## src/rtl/sprite_pkg.sv

```systemverilog
// sprite_pkg: shared sizes, the sprite table entry type and the controller
// state encoding used by sprite_table and its testbench.
`timescale 1ns/1ps
package sprite_pkg;

    localparam int NUM_SPRITES = 16;
    localparam int POS_W       = 10;
    localparam int ID_W        = 4;

    // An entry whose id is SPRITE_NONE is a disabled slot.
    localparam logic [ID_W-1:0] SPRITE_NONE = 4'hF;

    typedef struct packed {
        logic [POS_W-1:0] x;
        logic [POS_W-1:0] y;
        logic [ID_W-1:0]  id;
    } sprite_entry_t;

    typedef enum logic [1:0] {
        ST_IDLE   = 2'd0,
        ST_CLEAR  = 2'd1,
        ST_COMMIT = 2'd2
    } sprite_tbl_state_t;

    // Value every table entry takes while reset is asserted.
    localparam sprite_entry_t ENTRY_RESET = '{x: '0, y: '0, id: SPRITE_NONE};

    // Pack a write command into a table entry.
    function automatic sprite_entry_t make_entry(
        input logic [POS_W-1:0] x,
        input logic [POS_W-1:0] y,
        input logic [ID_W-1:0]  id
    );
        sprite_entry_t e;
        e.x  = x;
        e.y  = y;
        e.id = id;
        return e;
    endfunction

endpackage

```

## src/rtl/vs_edge_sync.sv

```systemverilog
// vs_edge_sync: two-flop synchronizer for the VGA vertical sync plus a
// one-cycle pulse on each falling edge of the synchronized level.
// All flops reset to 1 (sync inactive), so releasing reset with VS high
// never produces a spurious edge.
`timescale 1ns/1ps
module vs_edge_sync (
    input  logic clk,
    input  logic rst_n,
    input  logic vs,
    output logic fall
);

    logic sync_a;
    logic sync_b;
    logic sync_prev;

    // Synchronizer chain and a one-cycle-delayed copy for edge detection.
    always_ff @(posedge clk or negedge rst_n) begin
        if (!rst_n) begin
            sync_a    <= 1'b1;
            sync_b    <= 1'b1;
            sync_prev <= 1'b1;
        end else begin
            sync_a    <= vs;
            sync_b    <= sync_a;
            sync_prev <= sync_b;
        end
    end

    assign fall = sync_prev & ~sync_b;

endmodule

```

## src/rtl/sprite_table.sv

```systemverilog
// sprite_table: 16-entry sprite attribute table updated by a write port and a
// bulk-clear command, published to the renderer on VS falling edges.
//
// Build option SPRITE_TABLE_DBUF_EN:
//   defined   - writes and clears go to a shadow table; the active (output)
//               table is loaded from the shadow in the single COMMIT cycle
//               that follows a VS falling edge; dirty tracks pending edits.
//   undefined - no shadow table; writes and clears land directly in the
//               active table on their edge; COMMIT only pulses commit_done;
//               dirty is held at 0.
//
// Write handshake: a command transfers on a rising edge where wr_valid and
// wr_ready are both 1. wr_ready is 1 only in IDLE and does not depend on
// wr_valid; the producer must hold the command until it transfers.
`timescale 1ns/1ps
module sprite_table
    import sprite_pkg::*;
(
    input  logic                    Clk,
    input  logic                    Reset_n,
    input  logic                    VS,
    input  logic                    wr_valid,
    output logic                    wr_ready,
    input  logic [3:0]              wr_slot,
    input  logic [POS_W-1:0]        wr_x,
    input  logic [POS_W-1:0]        wr_y,
    input  logic [ID_W-1:0]         wr_id,
    input  logic                    clr_req,
    output logic [POS_W-1:0]        PosX     [0:NUM_SPRITES-1],
    output logic [POS_W-1:0]        PosY     [0:NUM_SPRITES-1],
    output logic [ID_W-1:0]         SpriteID [0:NUM_SPRITES-1],
    output logic                    commit_done,
    output logic                    dirty,
    output logic [1:0]              fsm_state
);

    sprite_tbl_state_t state;
    logic [3:0]        clr_cnt;
    logic              commit_pend;
    logic              vs_fall;
    logic              wr_accept;

    // The active table is the output register itself.
    sprite_entry_t     active [NUM_SPRITES];

`ifdef SPRITE_TABLE_DBUF_EN
    sprite_entry_t     shadow [NUM_SPRITES];
    logic              dirty_q;
`endif

    vs_edge_sync u_vs_sync (
        .clk   (Clk),
        .rst_n (Reset_n),
        .vs    (VS),
        .fall  (vs_fall)
    );

    assign wr_ready  = (state == ST_IDLE);
    assign wr_accept = wr_valid && wr_ready;
    assign fsm_state = state;

    // Controller: pending-commit latch, clear sweep counter, commit pulse.
    always_ff @(posedge Clk or negedge Reset_n) begin
        if (!Reset_n) begin
            state       <= ST_IDLE;
            clr_cnt     <= 4'd0;
            commit_pend <= 1'b0;
            commit_done <= 1'b0;
`ifdef SPRITE_TABLE_DBUF_EN
            dirty_q     <= 1'b0;
`endif
        end else begin
            commit_done <= 1'b0;
            // Any number of VS edges before the commit collapse into this flag.
            if (vs_fall) begin
                commit_pend <= 1'b1;
            end
`ifdef SPRITE_TABLE_DBUF_EN
            if (wr_accept) begin
                dirty_q <= 1'b1;
            end
`endif
            case (state)
                ST_IDLE: begin
                    // A pending commit wins over a clear in the same cycle;
                    // the clear request is dropped.
                    if (commit_pend) begin
                        state <= ST_COMMIT;
                    end else if (clr_req) begin
                        state   <= ST_CLEAR;
                        clr_cnt <= 4'd0;
                    end
                end
                ST_CLEAR: begin
`ifdef SPRITE_TABLE_DBUF_EN
                    dirty_q <= 1'b1;
`endif
                    clr_cnt <= clr_cnt + 4'd1;
                    if (clr_cnt == 4'd15) begin
                        state <= ST_IDLE;
                    end
                end
                ST_COMMIT: begin
                    commit_done <= 1'b1;
                    // An edge arriving in the commit cycle itself belongs to
                    // the next frame, so it stays pending.
                    if (!vs_fall) begin
                        commit_pend <= 1'b0;
                    end
`ifdef SPRITE_TABLE_DBUF_EN
                    dirty_q <= 1'b0;
`endif
                    state <= ST_IDLE;
                end
                default: begin
                    state <= ST_IDLE;
                end
            endcase
        end
    end

`ifdef SPRITE_TABLE_DBUF_EN
    assign dirty = dirty_q;

    // Shadow edits from writes and the clear sweep; active loads on COMMIT.
    always_ff @(posedge Clk or negedge Reset_n) begin
        if (!Reset_n) begin
            for (int i = 0; i < NUM_SPRITES; i++) begin
                shadow[i] <= ENTRY_RESET;
                active[i] <= ENTRY_RESET;
            end
        end else begin
            // Writes are only accepted in IDLE and the sweep only runs in
            // CLEAR, so the two never target the shadow in the same cycle.
            if (wr_accept) begin
                shadow[wr_slot] <= make_entry(wr_x, wr_y, wr_id);
            end
            if (state == ST_CLEAR) begin
                shadow[clr_cnt].id <= SPRITE_NONE;
            end
            if (state == ST_COMMIT) begin
                for (int i = 0; i < NUM_SPRITES; i++) begin
                    active[i] <= shadow[i];
                end
            end
        end
    end
`else
    assign dirty = 1'b0;

    // Single-buffered: writes and the clear sweep edit the active table.
    always_ff @(posedge Clk or negedge Reset_n) begin
        if (!Reset_n) begin
            for (int i = 0; i < NUM_SPRITES; i++) begin
                active[i] <= ENTRY_RESET;
            end
        end else begin
            if (wr_accept) begin
                active[wr_slot] <= make_entry(wr_x, wr_y, wr_id);
            end
            if (state == ST_CLEAR) begin
                active[clr_cnt].id <= SPRITE_NONE;
            end
        end
    end
`endif

    // Output ports are plain views of the active table fields.
    for (genvar g = 0; g < NUM_SPRITES; g++) begin : g_out
        assign PosX[g]     = active[g].x;
        assign PosY[g]     = active[g].y;
        assign SpriteID[g] = active[g].id;
    end

endmodule

```

## config.mk

```make
export PLATFORM = sky130hd
export DESIGN_NAME = sprite_table
export DESIGN_NICKNAME = d
export VERILOG_FILES = /design/src/rtl/sprite_pkg.sv /design/src/rtl/vs_edge_sync.sv /design/src/rtl/sprite_table.sv
export SDC_FILE = /design/constraint.sdc
export NUM_CORES = 1
export LEC_CHECK = 0
export ABC_AREA = 0
export BUFFER_PORTS_ARGS = -buffer_cell sky130_fd_sc_hd__buf_2
export CORE_MARGIN = 2
export CORE_UTILIZATION = 45
export CTS_BUF_LIST = sky130_fd_sc_hd__clkbuf_4
export DETAILED_ROUTE_END_ITERATION = 10
export PLACE_DENSITY = 0.7
export SLEW_MARGIN = 10
export SYNTH_ARGS = -nofsm -noshare
export SYNTH_HDL_FRONTEND = slang
export SYNTH_SLANG_ARGS = --single-unit
```

## constraint.sdc

```tcl
create_clock -name Clk -period 6.3 [get_ports Clk]
set_clock_uncertainty 0.15 [all_clocks]
set_input_delay 0.945 -clock Clk [delete_from_list [all_inputs] [get_ports Clk]]
set_output_delay 0.945 -clock Clk [all_outputs]
set_load 0.01 [all_outputs]
```

==> results.py, run 1 <==
metrics = {
    "synth": {
        "netlist_instances": 1017,
        "synth_top_family_by_area": "multiplexers",
        "synth_async_sr_flop_share_pct": 100,
        "xor_xnor_fraction_of_synth_area_pct": 0,
        "synth.lib_cells_used.distinct": 42,
        "synth_area_um2": 15400,
        "multiplexer_fraction_of_the_synthesized_cell_area_pct": 23.7,
        "biggest_area_contributors_in_the_synthesized_netlist": "sky130_fd_sc_hd__dfrtp_1 (53%), sky130_fd_sc_hd__mux2_2 (24%), sky130_fd_sc_hd__dfstp_2 (11%)",
        "synth_nets": 1054,
        "netlist_top_cells_count": "sky130_fd_sc_hd__dfrtp_1 (328), sky130_fd_sc_hd__mux2_2 (322), sky130_fd_sc_hd__clkbuf_1 (67), sky130_fd_sc_hd__dfstp_2 (67), sky130_fd_sc_hd__a221o_1 (32)",
        "yosys.cell_count.top_type": "sky130_fd_sc_hd__dfrtp_1",
        "synth-compound-area-share_pct": 4.02,
        "synth-seq-cells": 395,
        "post_synth_and_or_nand_nor_area_fraction_pct": 4.87,
        "synth-adder-area-share_pct": 0.325,
        "seq_area_frac_synth_pct": 64.7,
        "synth_flop_cell": "sky130_fd_sc_hd__dfrtp_1",
        "synth.largest_area_cell": "sky130_fd_sc_hd__dfrtp_1",
        "synth_enable_flop_cells": 0,
        "syn_area_per_cell_um2": 15.1,
        "yosys_warnings": 0,
        "synth_top_area_share_pct": 53.3,
    },
    "global_route": {
        "grt_start_max_net_pins": 152,
        "grt_first_pass_wirelength_mm": 66.5,
        "globalRouteMet3Util_pct": 9.16,
        "grt_use_met2_pct": 40.0,
        "global_route_layer_with_the_greatest_usage": "met2",
        "track_usage_pct": 24.6,
        "grt_antenna_before_repair": 1,
        "globalRouteOverflowTotal": 0,
        "grt_pass1_vias": 11100,
        "grt_use_met1_pct": 29.7,
    },
    "worst_setup_path": {
        "worstPathArrival_ps": 3790,
        "start_kind": "flop",
        "cp-end-kind": "flop",
        "cp_slowest_cell": "sky130_fd_sc_hd__or4b_1",
        "path_class": "reg2reg",
        "cp_slowest_stage_delay_ps": 990,
        "timing.critical_path.cells": "or4b_1 -> or3_1 -> mux2_2",
        "crit_required_ps": 6800,
        "worst-path-max-fanout": 24,
    },
    "sta": {
        "setup_viol_count_final": 0,
        "worst_max_slew_pin_slew_ps": 1100,
        "finalMaxSlewViolations": 0,
        "slew-limit-headroom_pct": 26.4,
        "setup_repair_after_global_routing_missed_its_margin": "false",
        "timing_hold_violations_final": 0,
        "finalWorstPathRequiredPeriod_ps": 3290,
        "setup_total_negative_slack_ps": 0,
        "final_min_period_over_clock_period_pct": 52.2,
        "timing.fmax_ghz": 0.304,
        "final_critical_path_setup_slack_ps": 3010,
    },
    "detailed_routing": {
        "route.detailed.vias_per_inst": 5.28,
        "detail-route-antenna-nets": 0,
        "drcViolationCount": 0,
        "avgRoutedWirePerCell_um": 21.9,
        "dr_total_vias": 10600,
        "wirelength_mm": 43.9,
        "number_of_optimization_iterations_in_the_first_detailed_route_pass": 5,
        "drt_iter0_markers": 571,
    },
    "cts": {
        "cts_tree": "done",
        "clock-root-buffer": "sky130_fd_sc_hd__clkbuf_4",
        "ctsResizeCount": 0,
        "numCtsBuffers": 102,
        "post_cts.repair.setup_buffers": 0,
        "clock_latency_ps": 760,
        "clock_tree.htree_level_count": 3,
        "path_clk_slew_ps": 60,
        "cts_hold_buffers": 0,
        "cts_sinks": 395,
        "clock_buffer_depth": 3,
    },
    "layout": {
        "layout.nets": 1511,
        "layout-drive-gt1-share_pct": 64.1,
        "syn_to_final_growth_pct": 25.1,
    },
    "pwr": {
        "powerDensity_nw_per_um2": 515,
        "power_leakage_nw": 9.97,
        "power.clock.fraction_pct": 22.7,
        "combinational_fraction_of_design_power_pct": 32.9,
        "switching_share_pct": 33.6,
        "portion_of_total_power_attributed_to_sequential_cells_pct": 44.4,
        "cellInternalPower_mw": 6.59,
        "switching_power_mw": 3.33,
        "power.ir.vdd_worst_mv": 0.289,
        "fin_total_pwr_mw": 9.92,
    },
    "die": {
        "core_um2": 33600,
        "chipWidth_um": 189,
        "initial_util_pct": 45.8,
        "area_of_the_die_um2": 35700,
        "pin_count": 422,
        "floorplan.die.height_um": 189,
        "num_rows": 67,
    },
    "place": {
        "dpl_worst_slack_ps": 2630,
        "io_buffer_count": 420,
        "place.detailed.hpwl_mm": 29.9,
        "gp_congestion": 0.865,
    },
    "outcome": {
        "outcome": "finished, final reports clean",
    },
    "worst_hold_path": {
        "holdCritPathClass": "in2async",
    },
    "run": {
        "drv_cap": 0,
    },
}
## critical path: cells and delay by family, from the launching register on
kind	cells	cell delay, ps
flops	1	610
simple gates	2	1930
mux	1	460
## routing by layer
| metal | part of all wire (%) | routed length [um] |
|---|---|---|
| met5 | 0 | 0 |
| met4 | 2.7 | 1170 |
| met3 | 9.7 | 4240 |
| met1 | 39 | 17300 |
| met2 | 48 | 21200 |
## logic make-up after synthesis
kind of cell | count (synthesis)
AO/OA/AOI/OAI | 73
adder cells (fa/ha/maj) | 4
multiplexers | 324
other | 1
AND/OR/NAND/NOR | 132
buffers and inverters | 88
flip-flops | 395
## cell usage in the layout (no fill, tap or decap), drive strengths merged, types with 2 or more instances in the layout
| master | count |
|---|---|
| ha | 4 |
| a22o | 3 |
| clkinvlp | 2 |
| nor4bb | 3 |
| o21ai | 16 |
| or3 | 7 |
| a221o | 32 |
| buf | 437 |
| or2 | 3 |
| nor2b | 6 |
| dfstp | 67 |
| dfrtp | 328 |
| nand3 | 23 |
| mux2 | 323 |
| clkinv | 30 |
| a211o | 18 |
| nand4 | 7 |
| clkbuf | 147 |
| nor3 | 24 |
| and4 | 3 |
| or3b | 2 |
| a32oi | 2 |
| bufinv | 3 |
| inv | 6 |
| nor4b | 2 |
| nand2b | 7 |
| nor2 | 21 |
| nand2 | 10 |
| and2 | 9 |
## worst paths after layout
kind	start	endpoint	slack, ps	cells past startpoint
worst max-delay path	fsm_state[1]	flop	3010	3
worst min-delay path	Reset_n	asynchronous set/reset pin	110	1
worst max register to register	fsm_state[1]	flop	3010	3
worst min register to register	u_vs_sync.sync_a	u_vs_sync.sync_b	200	0
max in group asynchronous	Reset_n	asynchronous set/reset pin	4550	2
min in group Clk	VS	u_vs_sync.sync_a	130	1
## per-stage QoR
step / cells / hold WS (ps) / area (um^2) / utilization [%]
floorplan: 1017 / 195 / 15400 / -
finish: 2003 / 111 / 19300 / 57.3
global placement: 1818 / 198 / 17900 / 53.3
global route: 2003 / 58.2 / 19300 / 57.3
CTS: 2002 / 30.9 / 19300 / 57.3
detailed placement: 1818 / 205 / 17900 / 53.3
## cell type report
type                            instances  area (um^2)
Fill cell                            2794        14400
Antenna cell                            1         2.50
Tap cell                              448          561
Inverter                                4         15.0
Clock inverter                         37          241
Sequential cell                       395         9970
Timing Repair Buffer                  437         2260
Clock buffer                          147         1100
Multi-Input combinational cell        534         5100
## power groups by stage
stage	registers, mW	logic [mW]	clock network [mW]
2_1_floorplan	4.89	1.16	0
3_3_place_gp	4.37	3.26	0
3_5_place_dp	4.43	3.31	0
4_1_cts	4.40	3.32	2.32
5_1_grt	4.54	3.51	2.46
6_report	4.40	3.27	2.25
(Power assumes the default switching activity.)
==> inputs of run 2 (changes only) <==
- clock period: 6.3 -> 3.1 ns (I/O delays scaled with it)
==> run 2 against run 1 <==
Global-route usage up 0.18 points; sequential share of layout area down 0.60 points; largest power group unchanged; critical path depth up 1; clock power up 99%; maximum frequency up 25%; largest cell class unchanged.
==> results.py, run 2 (synthesis gave the netlist of run 1 again) <==
metrics = {
    "die": {
        "floorplan.die.height_um": 189,
        "core_um2": 33600,
        "num_rows": 67,
        "initial_util_pct": 45.8,
        "area_of_the_die_um2": 35700,
        "pin_count": 422,
        "chipWidth_um": 189,
    },
    "worst_setup_path": {
        "critical_path_buf_inv_count": 1,
        "timing.reg2reg.setup_slack_ps": 470,
        "crit_required_ps": 3630,
        "cp_slowest_stage_delay_ps": 820,
        "timing.rr.start": "fsm_state[0]",
        "cp_slowest_cell": "sky130_fd_sc_hd__or4b_1",
        "start_kind": "flop",
        "worst-path-max-fanout": 24,
        "timing.critical_path.cells": "or4b_1 -> or3_1 -> buf_4 -> a221o_1",
        "cp_top_family": "simple AND/OR/NAND/NOR gates",
        "worstPathArrival_ps": 3160,
        "reg2regPathDepth": 4,
        "cp-end-kind": "flop",
        "path_class": "reg2reg",
        "r2r_end": "SpriteID[58]",
    },
    "global_route": {
        "grt_first_pass_wirelength_mm": 67.1,
        "grt_pass1_vias": 11100,
        "globalRouteOverflowTotal": 0,
        "grt_antenna_before_repair": 2,
        "track_usage_pct": 24.8,
        "grt_start_max_net_pins": 99,
    },
    "outcome": {
        "outcome": "finished, final reports clean",
    },
    "pwr": {
        "switching_power_mw": 6.76,
        "combinational_fraction_of_design_power_pct": 33.4,
        "cellInternalPower_mw": 13.4,
        "portion_of_total_power_attributed_to_sequential_cells_pct": 44.4,
        "powerDensity_nw_per_um2": 1040,
        "power_leakage_nw": 10.1,
        "switching_share_pct": 33.5,
        "fin_total_pwr_mw": 20.2,
        "power.ir.vdd_worst_mv": 0.632,
        "power.clock.fraction_pct": 22.2,
    },
    "sta": {
        "timing.fmax_ghz": 0.380,
        "slew-limit-headroom_pct": 54.8,
        "finalHoldWorstSlack_ps": 64.8,
        "setup_total_negative_slack_ps": 0,
        "setup_viol_count_final": 0,
        "worst_max_slew_pin_slew_ps": 671,
        "setup_repair_after_global_routing_missed_its_margin": "false",
        "final_critical_path_setup_slack_ps": 465,
        "finalMaxSlewViolations": 0,
        "finalWorstPathRequiredPeriod_ps": 2630,
        "timing_hold_violations_final": 0,
        "final_min_period_over_clock_period_pct": 85.0,
    },
    "cts": {
        "cts_sinks": 395,
        "clock-root-buffer": "sky130_fd_sc_hd__clkbuf_4",
        "ctsResizeCount": 0,
        "clock_latency_ps": 770,
        "path_clk_slew_ps": 70,
        "clock_tree.htree_level_count": 3,
        "clock_buffer_depth": 3,
        "cts_tree": "done",
        "numCtsBuffers": 101,
    },
    "layout": {
        "final_cell_mix": "sky130_fd_sc_hd__buf_2 (419), sky130_fd_sc_hd__dfrtp_1 (328), sky130_fd_sc_hd__mux2_2 (322)",
        "num-fill-cells": 2803,
        "layout-drive-gt1-share_pct": 64.8,
        "mostFrequentLayoutCell": "sky130_fd_sc_hd__buf_2",
        "syn_to_final_growth_pct": 26.6,
        "layout.nets": 1538,
    },
    "place": {
        "dpl_worst_slack_ps": 333,
        "io_buffer_count": 420,
        "place.detailed.hpwl_mm": 30.8,
        "gp_congestion": 0.878,
    },
    "detailed_routing": {
        "detail-route-antenna-nets": 0,
        "route.detailed.vias_per_inst": 5.31,
        "number_of_optimization_iterations_in_the_first_detailed_route_pass": 5,
        "dr_total_vias": 10800,
        "drcViolationCount": 0,
        "drt_iter0_markers": 529,
        "avgRoutedWirePerCell_um": 22.0,
        "wirelength_mm": 44.6,
    },
    "worst_hold_path": {
        "holdCritPathClass": "in2reg",
        "hp-start": "wr_y[4]",
        "min_delay_path_depth": 2,
    },
    "run": {
        "drv_cap": 0,
    },
}
==> run 2: cell count changes in the layout (fill, tap and decap cells not counted), sizes merged <==
cell         previous run  this run
bufinv                  3         1
buf                   437       456
clkbuf                147       161
diode                   1         3
dlygate4sd3             0         9
clkinv                 30        12
inv                     6         4
clkinvlp                2         3
==> run 2: cell type report <==
cell class	count	area [um^2]	share of cell area, %
Sequential cell	395	9970	51.1
Multi-Input combinational cell	534	5100	26.2
Timing Repair Buffer	465	2520	12.9
Clock buffer	161	1210	6.20
Tap cell	448	561	2.88
Clock inverter	16	103	0.526
Inverter	4	15.0	0.0770
Antenna cell	3	7.51	0.0385
==> run 2: worst register-to-register path, delay by kind of cell (launching register included) <==
| family | cells | cell delay (ps) |
|---|---|---|
| AOI/OAI and AO/OA | 1 | 390 |
| buffers and inverters | 1 | 250 |
| DFF | 1 | 470 |
| and+or+nand+nor | 2 | 1280 |
==> run 2: layer usage <==
layer	routed length, um	part of all wire, %	GRT usage (%)	vias up
met5	0	0	0	-
met4	1130	2.5	8.50	0
met2	21600	48	40.4	475
met1	17700	40	30.0	5528
met3	4220	9.5	9.88	68
li1	-	-	-	4686
==> run 2: through the flow <==
| stage | instance area [um^2] | std cells | utilization (%) |
|---|---|---|---|
| floorplan | 15400 | 1017 | - |
| global placement | 18100 | 1837 | 53.8 |
| detailed placement | 18100 | 1837 | 53.8 |
| CTS | 19500 | 2023 | 58.0 |
| global route | 19500 | 2026 | 58.0 |
| finish | 19500 | 2026 | 58.0 |
==> run 2: power groups by stage <==
stage          sequential (mW)  combinational (mW)  clock (mW)
2_1_floorplan             9.94                2.36           0
6_report                  8.96                6.73        4.48
3_5_place_dp              9.00                6.79           0
5_1_grt                   9.22                7.22        4.88
3_3_place_gp              8.90                6.67           0
4_1_cts                   8.93                6.81        4.61
==> run 2: how the worst max path moves through the flow <==
stage	startpoint	to	slack, ps	cells after the start
floorplan	wr_slot[3]	flop	770	5
global placement	wr_slot[3]	SpriteID[56]	330	5
detailed placement	wr_slot[3]	SpriteID[59]	330	5
CTS	fsm_state[0]	SpriteID[58]	480	4
global route	fsm_state[0]	SpriteID[58]	390	4
finish	fsm_state[0]	SpriteID[58]	470	4
==> run 2: what timing repair did <==
action,in CTS,in global routing
setup endpoints to repair,0,0
hold endpoints to repair,209,0
setup buffers,0,0
hold buffers,9,0
==> inputs of run 3 (changes only) <==
- clock period: 3.1 -> 2.5 ns (I/O delays scaled with it)
==> run 3 against run 2 <==
Wire length grew 2.3%; final cell count grew 1.7%; sequential cell count is the same; maximum frequency grew 10%; clock power grew 25%; highest routed layer unchanged; combinational power grew 25%; critical path type unchanged; core utilization grew 1.3 points; cell area grew 2.3%; register-to-register slack lost 360 ps.
==> results.py, run 3 (synthesis gave the netlist of run 1 again) <==
metrics = {
    "pwr": {
        "powerDensity_nw_per_um2": 1260,
        "power.ir.vdd_worst_mv": 0.694,
        "power_leakage_nw": 10.3,
    },
    "outcome": {
        "outcome": "finished, final reports clean",
    },
    "sta": {
        "final_min_period_over_clock_period_pct": 95.6,
        "finalWorstPathRequiredPeriod_ps": 2390,
        "timing_hold_violations_final": 0,
        "setup_total_negative_slack_ps": 0,
        "worst_max_slew_pin_slew_ps": 700,
        "finalMaxSlewViolations": 0,
        "slew-limit-headroom_pct": 52.7,
        "setup_viol_count_final": 0,
        "timing.fmax_ghz": 0.418,
        "setup_repair_after_global_routing_missed_its_margin": "false",
    },
    "place": {
        "gp_congestion": 0.875,
        "place.detailed.hpwl_mm": 31.0,
        "place_area_um2": 18200,
        "io_buffer_count": 420,
    },
    "cts": {
        "cts_sinks": 395,
        "clock-root-buffer": "sky130_fd_sc_hd__clkbuf_4",
        "clock_buffer_depth": 3,
        "clock_tree.htree_level_count": 3,
        "path_clk_slew_ps": 60,
        "clock_latency_ps": 770,
        "numCtsBuffers": 101,
        "post_cts.repair.setup_buffers": 0,
        "cts_tree": "done",
        "ctsResizeCount": 0,
    },
    "global_route": {
        "grt_antenna_before_repair": 1,
        "grt_start_max_net_pins": 93,
        "grt_first_pass_wirelength_mm": 70.1,
        "globalRouteOverflowTotal": 0,
        "grt_pass1_vias": 11700,
        "track_usage_pct": 25.9,
    },
    "worst_setup_path": {
        "start_kind": "flop",
        "crit_required_ps": 3060,
        "worstPathArrival_ps": 2950,
        "path_class": "reg2reg",
        "worst-path-max-fanout": 16,
        "cp-end-kind": "flop",
        "timing.rr.start": "fsm_state[1]",
        "startpoint": "fsm_state[1]",
    },
    "die": {
        "initial_util_pct": 45.8,
        "core_um2": 33600,
        "num_rows": 67,
        "pin_count": 422,
        "chipWidth_um": 189,
        "floorplan.die.height_um": 189,
        "area_of_the_die_um2": 35700,
    },
    "detailed_routing": {
        "detail-route-antenna-nets": 0,
        "drt_iter0_markers": 543,
        "avgRoutedWirePerCell_um": 22.1,
        "wirelength_mm": 45.6,
        "number_of_optimization_iterations_in_the_first_detailed_route_pass": 5,
        "drcViolationCount": 0,
        "dr_total_vias": 11000,
        "route.detailed.vias_per_inst": 5.34,
    },
    "layout": {
        "final_cell_mix": "sky130_fd_sc_hd__buf_2 (419), sky130_fd_sc_hd__dfrtp_1 (328), sky130_fd_sc_hd__mux2_2 (322)",
        "syn_to_final_growth_pct": 29.4,
        "layout-drive-gt1-share_pct": 63.5,
        "mostFrequentLayoutCell": "sky130_fd_sc_hd__buf_2",
        "layout.nets": 1574,
        "post-route-cell-area_um2": 19900,
        "num-fill-cells": 2721,
    },
    "worst_hold_path": {
        "hp-start": "VS",
        "holdCritPathClass": "in2reg",
    },
    "run": {
        "drv_cap": 0,
    },
}
-- run 3: stage by stage --
stage | utilization [%] | hold WS, ps | worst slack (ps) | total power [mW] | cells
floorplan | - | -70.6 | 199 | 15.3 | 1017
global placement | 54.2 | 132 | 22.3 | 19.4 | 1844
detailed placement | 54.2 | 137 | 17.0 | 19.6 | 1844
CTS | 59.3 | 60.8 | 123 | 25.4 | 2060
global route | 59.3 | 86.5 | 7.97 | 26.7 | 2061
finish | 59.3 | 140 | 109 | 25.2 | 2061
-- run 3: area by class of cell --
cell class,count,area (um^2),share of cell area (%)
multi-input cells,534,5100,25.6
clock inverters,23,154,0.772
clock buffers,155,1160,5.84
diodes,1,2.50,0.0126
inverters,4,15.0,0.0753
flip-flops and latches,395,9970,50.0
repair buffers,501,2970,14.9
well taps,448,561,2.81
-- run 3: final timing paths --
check | to | depth (start not counted) | slack (ps)
setup / recovery | SpriteID[43] | 6 | 110
min in group asynchronous | u_vs_sync.sync_prev | 2 | 160
max in group asynchronous | asynchronous set/reset pin | 3 | 1020
hold / removal | u_vs_sync.sync_a | 2 | 140
setup reg to reg | SpriteID[43] | 6 | 110
hold reg to reg | u_vs_sync.sync_b | 0 | 200
-- run 3: power breakdown --
| part | leakage (nW) | switching (mW) | internal (mW) |
|---|---|---|---|
| Sequential | 4.95 | 1.57 | 9.56 |
| Combinational | 4.55 | 4.29 | 4.14 |
| Clock | 0.779 | 2.59 | 3.01 |
| Total | 10.3 | 8.46 | 16.7 |
-- run 3: per-layer routing --
| metal | wire (um) | track usage [%] |
|---|---|---|
| met3 | 4320 | 9.32 |
| met5 | 0 | 0 |
| met1 | 18100 | 31.5 |
| met4 | 1270 | 10.6 |
| met2 | 21900 | 42.0 |
-- run 3: worst max-delay path, stage by stage (launching register included) --
cell and delay, ps:
sky130_fd_sc_hd__dfrtp_1 380, sky130_fd_sc_hd__buf_4 200, sky130_fd_sc_hd__nor4b_4 490, sky130_fd_sc_hd__buf_4 310
sky130_fd_sc_hd__nand4_1 120, sky130_fd_sc_hd__dlygate4sd3_1 580, sky130_fd_sc_hd__nand3_1 80
-- run 3: what timing repair did --
action	4_1_cts	5_1_grt
hold endpoints to repair	607	0
endpoints found under the setup margin	0	0
hold buffers	38	0
